File: config.mk
export PLATFORM = sky130hd
export DESIGN_NAME = load_store_unit
export DESIGN_NICKNAME = d
export VERILOG_FILES = /design/src/rtl/lsu_pkg.sv /design/src/rtl/lsu_agen.sv /design/src/rtl/load_store_unit.sv
export SDC_FILE = /design/constraint.sdc
export NUM_CORES = 1
export LEC_CHECK = 0
export ABC_AREA = 1
export BUFFER_PORTS_ARGS = -buffer_cell sky130_fd_sc_hd__buf_2
export CORE_MARGIN = 5
export CORE_UTILIZATION = 35
export CTS_CLUSTER_DIAMETER = 40
export DETAILED_ROUTE_END_ITERATION = 10
export HOLD_SLACK_MARGIN = 0.06
export REMOVE_ABC_BUFFERS = 1
export SLEW_MARGIN = 20
export SYNTH_ARGS = -nofsm -noshare
export SYNTH_HDL_FRONTEND = slang
export SYNTH_SLANG_ARGS = --single-unit
export TNS_END_PERCENT = 5
File: constraint.sdc
create_clock -name clk -period 7.95 [get_ports clk]
set_input_delay 0.3975 -clock clk [delete_from_list [all_inputs] [get_ports clk]]
set_output_delay 0.3975 -clock clk [all_outputs]
set_load 0.1 [all_outputs]
File: src/rtl/lsu_pkg.sv
// rtl/lsu_pkg.sv - shared encodings and sizes for the load/store unit
//
// Purpose: request-op encodings, FSM state enum and memory geometry used by
// load_store_unit and lsu_agen. No ports.

package lsu_pkg;

  localparam int ADDR_W    = 10;            // word-index width of data memory
  localparam int DATA_W    = 32;            // data word width
  localparam int OFFS_W    = 16;            // immediate offset width
  localparam int MEM_WORDS = 1 << ADDR_W;   // 1024 words

  typedef enum logic [1:0] {
    OP_NONE = 2'b00,
    OP_LW   = 2'b01,
    OP_SW   = 2'b10,
    OP_RSV  = 2'b11
  } req_op_e;

  typedef enum logic [2:0] {
    ST_IDLE    = 3'd0,
    ST_AGEN    = 3'd1,
    ST_ACCESS  = 3'd2,
    ST_CAPTURE = 3'd3,
    ST_RESP    = 3'd4
  } lsu_state_e;

  // Only LW and SW reach memory; NONE and RSV complete with a fault.
  function automatic logic op_is_legal(req_op_e op);
    return (op == OP_LW) || (op == OP_SW);
  endfunction

endpackage

File: src/rtl/lsu_agen.sv
// rtl/lsu_agen.sv - effective-address generation and address checks
//
// Purpose: ea = base + sign_extend(offset) mod 2^32, plus word index and the
// alignment / range flags used by the load/store FSM. Purely combinational.
// Ports:
//   base         in   32       base register value
//   offset       in   OFFS_W   signed byte offset
//   ea           out  32       effective byte address
//   word_idx     out  ADDR_W   word index ea[ADDR_W+1:2]
//   misaligned   out  1        ea[1:0] != 0
//   out_of_range out  1        ea above the last memory word

module lsu_agen #(
  parameter int ADDR_W = 10,
  parameter int OFFS_W = 16
) (
  input  logic [31:0]       base,
  input  logic [OFFS_W-1:0] offset,
  output logic [31:0]       ea,
  output logic [ADDR_W-1:0] word_idx,
  output logic              misaligned,
  output logic              out_of_range
);

  // Wraps mod 2^32, so a negative offset below zero lands at a huge address
  // and is rejected by the range check rather than aliasing low memory.
  assign ea           = base + {{(32-OFFS_W){offset[OFFS_W-1]}}, offset};
  assign word_idx     = ea[ADDR_W+1:2];
  assign misaligned   = |ea[1:0];
  assign out_of_range = |ea[31:ADDR_W+2];

endmodule

File: src/rtl/load_store_unit.sv
// rtl/load_store_unit.sv - multicycle load/store stage in front of data_memory
//
// Purpose: accepts one LW/SW request, generates and checks the effective
// address, drives MemR/MemW with fixed timing, captures read data into LMD
// and reports done (with fault) back to the control FSM.
// Ports:
//   clk, rst                 clock, asynchronous active-low reset
//   req_valid/req_ready      request handshake (ready only in IDLE)
//   req_op, req_opcode       operation (00 none, 01 LW, 10 SW, 11 rsv), opcode
//   base, offset, store_data request operands
//   mem_opcode, mem_addr     to data_memory (mem_addr = {0, word index})
//   mem_wdata, MemR, MemW    to data_memory
//   mem_rdata                from data_memory
//   lmd                      load memory data register
//   done, fault, busy        completion pulse, fault pulse, not-IDLE

module load_store_unit #(
  parameter int ADDR_W = $clog2(lsu_pkg::MEM_WORDS),
  parameter int DATA_W = lsu_pkg::DATA_W,
  parameter int OFFS_W = lsu_pkg::OFFS_W
) (
  input  logic              clk,
  input  logic              rst,
  input  logic              req_valid,
  output logic              req_ready,
  input  logic [1:0]        req_op,
  input  logic [5:0]        req_opcode,
  input  logic [31:0]       base,
  input  logic [OFFS_W-1:0] offset,
  input  logic [DATA_W-1:0] store_data,
  output logic [5:0]        mem_opcode,
  output logic [31:0]       mem_addr,
  output logic [DATA_W-1:0] mem_wdata,
  output logic              MemR,
  output logic              MemW,
  input  logic [DATA_W-1:0] mem_rdata,
  output logic [DATA_W-1:0] lmd,
  output logic              done,
  output logic              fault,
  output logic              busy
);

  import lsu_pkg::*;

  lsu_state_e        state_q;
  req_op_e           op_q;
  logic [5:0]        opcode_q;
  logic [31:0]       base_q;
  logic [OFFS_W-1:0] offset_q;
  logic [DATA_W-1:0] sdata_q;

  logic [5:0]        mem_opcode_q;
  logic [31:0]       mem_addr_q;
  logic [DATA_W-1:0] mem_wdata_q;
  logic              memr_q;
  logic              memw_q;
  logic [DATA_W-1:0] lmd_q;
  logic              done_q;
  logic              fault_q;
  logic              ready_q;
  logic              busy_q;

  logic [31:0]       ea;
  logic [ADDR_W-1:0] word_idx;
  logic              misaligned;
  logic              out_of_range;
  logic              agen_fault;
  logic              unused_ea;

  lsu_agen #(
    .ADDR_W (ADDR_W),
    .OFFS_W (OFFS_W)
  ) u_agen (
    .base         (base_q),
    .offset       (offset_q),
    .ea           (ea),
    .word_idx     (word_idx),
    .misaligned   (misaligned),
    .out_of_range (out_of_range)
  );

  // The full byte address is only consumed through word_idx and the flags.
  assign unused_ea  = ^ea;
  assign agen_fault = misaligned | out_of_range | ~op_is_legal(op_q);

  // All outputs are registered; each state transition sets up the strobes
  // and pulses that must be visible during the state being entered.
  always_ff @(posedge clk or negedge rst) begin
    if (!rst) begin
      state_q      <= ST_IDLE;
      op_q         <= OP_NONE;
      opcode_q     <= '0;
      base_q       <= '0;
      offset_q     <= '0;
      sdata_q      <= '0;
      mem_opcode_q <= '0;
      mem_addr_q   <= '0;
      mem_wdata_q  <= '0;
      memr_q       <= 1'b0;
      memw_q       <= 1'b0;
      lmd_q        <= '0;
      done_q       <= 1'b0;
      fault_q      <= 1'b0;
      ready_q      <= 1'b1;
      busy_q       <= 1'b0;
    end else begin
      case (state_q)
        ST_IDLE: begin
          if (req_valid && ready_q) begin
            op_q     <= req_op_e'(req_op);
            opcode_q <= req_opcode;
            base_q   <= base;
            offset_q <= offset;
            sdata_q  <= store_data;
            ready_q  <= 1'b0;
            busy_q   <= 1'b1;
            state_q  <= ST_AGEN;
          end
        end

        ST_AGEN: begin
          if (agen_fault) begin
            // Memory-facing registers keep the previous request's values.
            done_q  <= 1'b1;
            fault_q <= 1'b1;
            state_q <= ST_RESP;
          end else begin
            mem_addr_q   <= {{(32-ADDR_W){1'b0}}, word_idx};
            mem_wdata_q  <= sdata_q;
            mem_opcode_q <= opcode_q;
            if (op_q == OP_SW) begin
              memw_q <= 1'b1;
            end else begin
              memr_q <= 1'b1;
            end
            state_q <= ST_ACCESS;
          end
        end

        ST_ACCESS: begin
          if (op_q == OP_SW) begin
            memw_q  <= 1'b0;
            done_q  <= 1'b1;
            state_q <= ST_RESP;
          end else begin
            // MemR stays high through CAPTURE so readData is settled.
            state_q <= ST_CAPTURE;
          end
        end

        ST_CAPTURE: begin
          memr_q  <= 1'b0;
          lmd_q   <= mem_rdata;
          done_q  <= 1'b1;
          state_q <= ST_RESP;
        end

        ST_RESP: begin
          done_q  <= 1'b0;
          fault_q <= 1'b0;
          ready_q <= 1'b1;
          busy_q  <= 1'b0;
          state_q <= ST_IDLE;
        end

        default: begin
          memr_q  <= 1'b0;
          memw_q  <= 1'b0;
          done_q  <= 1'b0;
          fault_q <= 1'b0;
          ready_q <= 1'b1;
          busy_q  <= 1'b0;
          state_q <= ST_IDLE;
        end
      endcase
    end
  end

  assign req_ready  = ready_q;
  assign busy       = busy_q;
  assign mem_opcode = mem_opcode_q;
  assign mem_addr   = mem_addr_q;
  assign mem_wdata  = mem_wdata_q;
  assign MemR       = memr_q;
  assign MemW       = memw_q;
  assign lmd        = lmd_q;
  assign done       = done_q;
  assign fault      = fault_q;

endmodule

==> results.md <==
* Status: complete, no violations
* Setup_tns at 0 ps
* Max-cap viol count at 0
* Register Area at 4430 um^2
* Syn Area/Cell at 8.02 um^2
* RSZ-0062 raised after global routing: no
* CP arrival at 4130 ps
* Flop and latch count out of synthesis at 177
* CTS Hold Bufs at 0
* Yosys top cell area share at 47.2%
* CTS Buffer Depth at 2
* Cell Area, Synth at 9340 um^2
* GPL Wtd Cong at 0.938
* Cell Area, Placed at 10,600 um^2
* Setup Viol. Count Final at 0
* Initial core utilization at 35.7%
* All-Layer GR Usage at 15.8%
* Final #Nets at 1,519
* Crit start category: flip-flop
* Vias per cell at 4.58
* Vias in the first global route at 7,805
* Fin crit share at 48.1%
* Die width at 173 um
* Final instance area at 11,200 um^2
* Die Area at 30,000 um^2
* Worst-path clk slew at 80 ps
* Clk_lat worst skew at 430 ps
* Post-synthesis sequential area ratio at 47.5%
* Post-route ant nets at 0
* Most common cell after layout, fill and taps aside: nand2_1
* Power Total at 4.67 mW
* Synth area leaders: dfrtp_1, nand2_1, inv_1
* Diode count at 0
* Area of the multi-input gates at 4020 um^2
* CP endpoint kind: flip-flop
* Placement row count at 59
* R2R depth at 15
* IO Count at 231
* Drt drc at 0
* Clock tree root driver cell: clkbuf_16
* # Post-CTS Setup Buffers at 0
* Half-perimeter wire length after placement at 17,800 um
* Final min period at 3830 ps
* Worst slew pin tran at 1010 ps
* DRT Wirelength at 23,600 um
* Post-DR wirelength/cell at 13.8 um
* Htree depth at 4
* Area grow syn2layout at 20.1%
* Count of unique library cells instantiated by Yosys at 32
* Final global-route overflow total at 0
* TritonCTS clock tree: yes
* Cells after Synth at 1,164
* Crit path required time at 8250 ps
* Peak supply drop at 0.157 mV
* Iter 0 DRT Violations at 575
* Global-route wire length before repair at 39,200 um
* Crit path max fanout at 52
* Total core area at 26,100 um^2
* YS warnings at 0
* Post-synth top flop: dfrtp_1
* Fin. Hold Viols at 0
* Initial antenna violation count at 0
* CTS Buf Count at 17
* Non-Filler Instances at 1,711
* Most frequent cells in the layout: nand2_1, buf_2, dfrtp_1
* Setup Skew at 16.8 ps
* Buffers on Ports at 208
* Proportion of layout cells with a drive suffix above 1 at 22.7%
* Final Max Slew Viols at 0
* FMAX at 261 MHz
* WS Path Type: flip-flop to flip-flop
* Fill count at 2,670
* Slew margin rel. at 32.8%
* Post-CTS Resized at 0
* Die H at 173 um
* EDFF count, synth at 0
* Area leader, netlist: dfrtp_1
* Ys async rst share at 100%
* Clk sink count at 177
* PD cells at 417 nW/um^2
* Pin count of the biggest net entering global routing at 105
* Vias at 7,844
* Pleak at 6.21 nW
* Hold WC Path Type: input port to async pin
* DRT Pass-1 Iters at 4
* Dpl cells at 1,679
==> flip-flops by register name, summed over array words and instances, names as in the netlist <==
name,flops
mem_addr,10
sdata_q,32
opcode_q,6
MemR,1
mem_opcode,6
req_ready,1
lmd,32
busy,1
op_q,2
offset_q,16
state_q,3
done,1
MemW,1
base_q,32
mem_wdata,32
fault,1
==> metrics by stage <==
step	hold WS (ps)	utilization [%]	worst slack (ps)
6_report	68.8	42.9	4120
3_3_place_gp	450	40.5	4210
4_1_cts	111	42.9	4100
5_1_grt	147	42.9	3680
2_1_floorplan	102	-	3490
3_5_place_dp	453	40.5	4120
==> area by class of cell <==
class	instances	share of cell area [%]
Sequential cell	177	39.5
Multi-Input combinational cell	786	35.8
Timing Repair Buffer	212	9.64
Inverter	169	5.66
Clock buffer	17	3.79
Tap cell	335	3.74
Clock inverter	15	1.85
==> synth_stat cells (9+ instances only) <==
cell type / n
o21ai_0: 15
nand4_1: 9
nor2_1: 91
clkbuf_1: 20
dfrtp_1: 176
mux2_2: 49
nand3_1: 38
inv_1: 169
ha_1: 32
xnor2_1: 10
buf_6: 10
buf_4: 22
o21ai_1: 36
nand2_1: 387
a21oi_1: 60
==> power breakdown <==
group	internal, mW	total, mW	switching (mW)
registers	1.15	1.28	0.126
logic	0.884	2.51	1.62
clock network	0.458	0.890	0.432
total	2.49	4.67	2.18
==> worst max-delay path, stage by stage (launching register included) <==
cell	delay, ps
dfrtp_1	630
ha_1	540
nand2_1	130
nor2_1	280
inv_1	100
nor2_1	160
nand3_1	160
nand4_1	140
nand2_1	60
nor2_1	100
nand2_1	70
nor2_2	170
nand3_4	440
buf_4	490
nand2_1	120
o21ai_1	60
==> routing by layer <==
metal	track usage [%]	part of all wire [%]
met1	21.1	46
met2	25.0	45
met3	3.73	5.8
met4	5.92	2.9
met5	0	0
==> worst paths after layout <==
kind | from | endpoint | slack [ps]
worst max-delay path | offset_q[15] | mem_addr[5] | 4120
worst min-delay path | rst | base_q[25] | 70
worst max register to register | offset_q[15] | mem_addr[5] | 4120
worst min register to register | lmd[15] | lmd[15] | 470
max in group asynchronous | rst | MemW | 6330
min in group clk | mem_rdata[14] | lmd[14] | 160
==> kinds of logic after synthesis <==
| logic type | Yosys count | synth area share [%] |
|---|---|---|
| adder cells (fa/ha/maj) | 33 | 4.50 |
| AO/OA/AOI/OAI | 121 | 6.86 |
| XOR/XNOR | 11 | 1.03 |
| AND/OR/NAND/NOR | 550 | 23.6 |
| flip-flops | 177 | 47.5 |
| other | 1 | 0.0402 |
| buffers and inverters | 222 | 10.6 |
| multiplexers | 49 | 5.91 |
(Power assumes the default switching activity.)
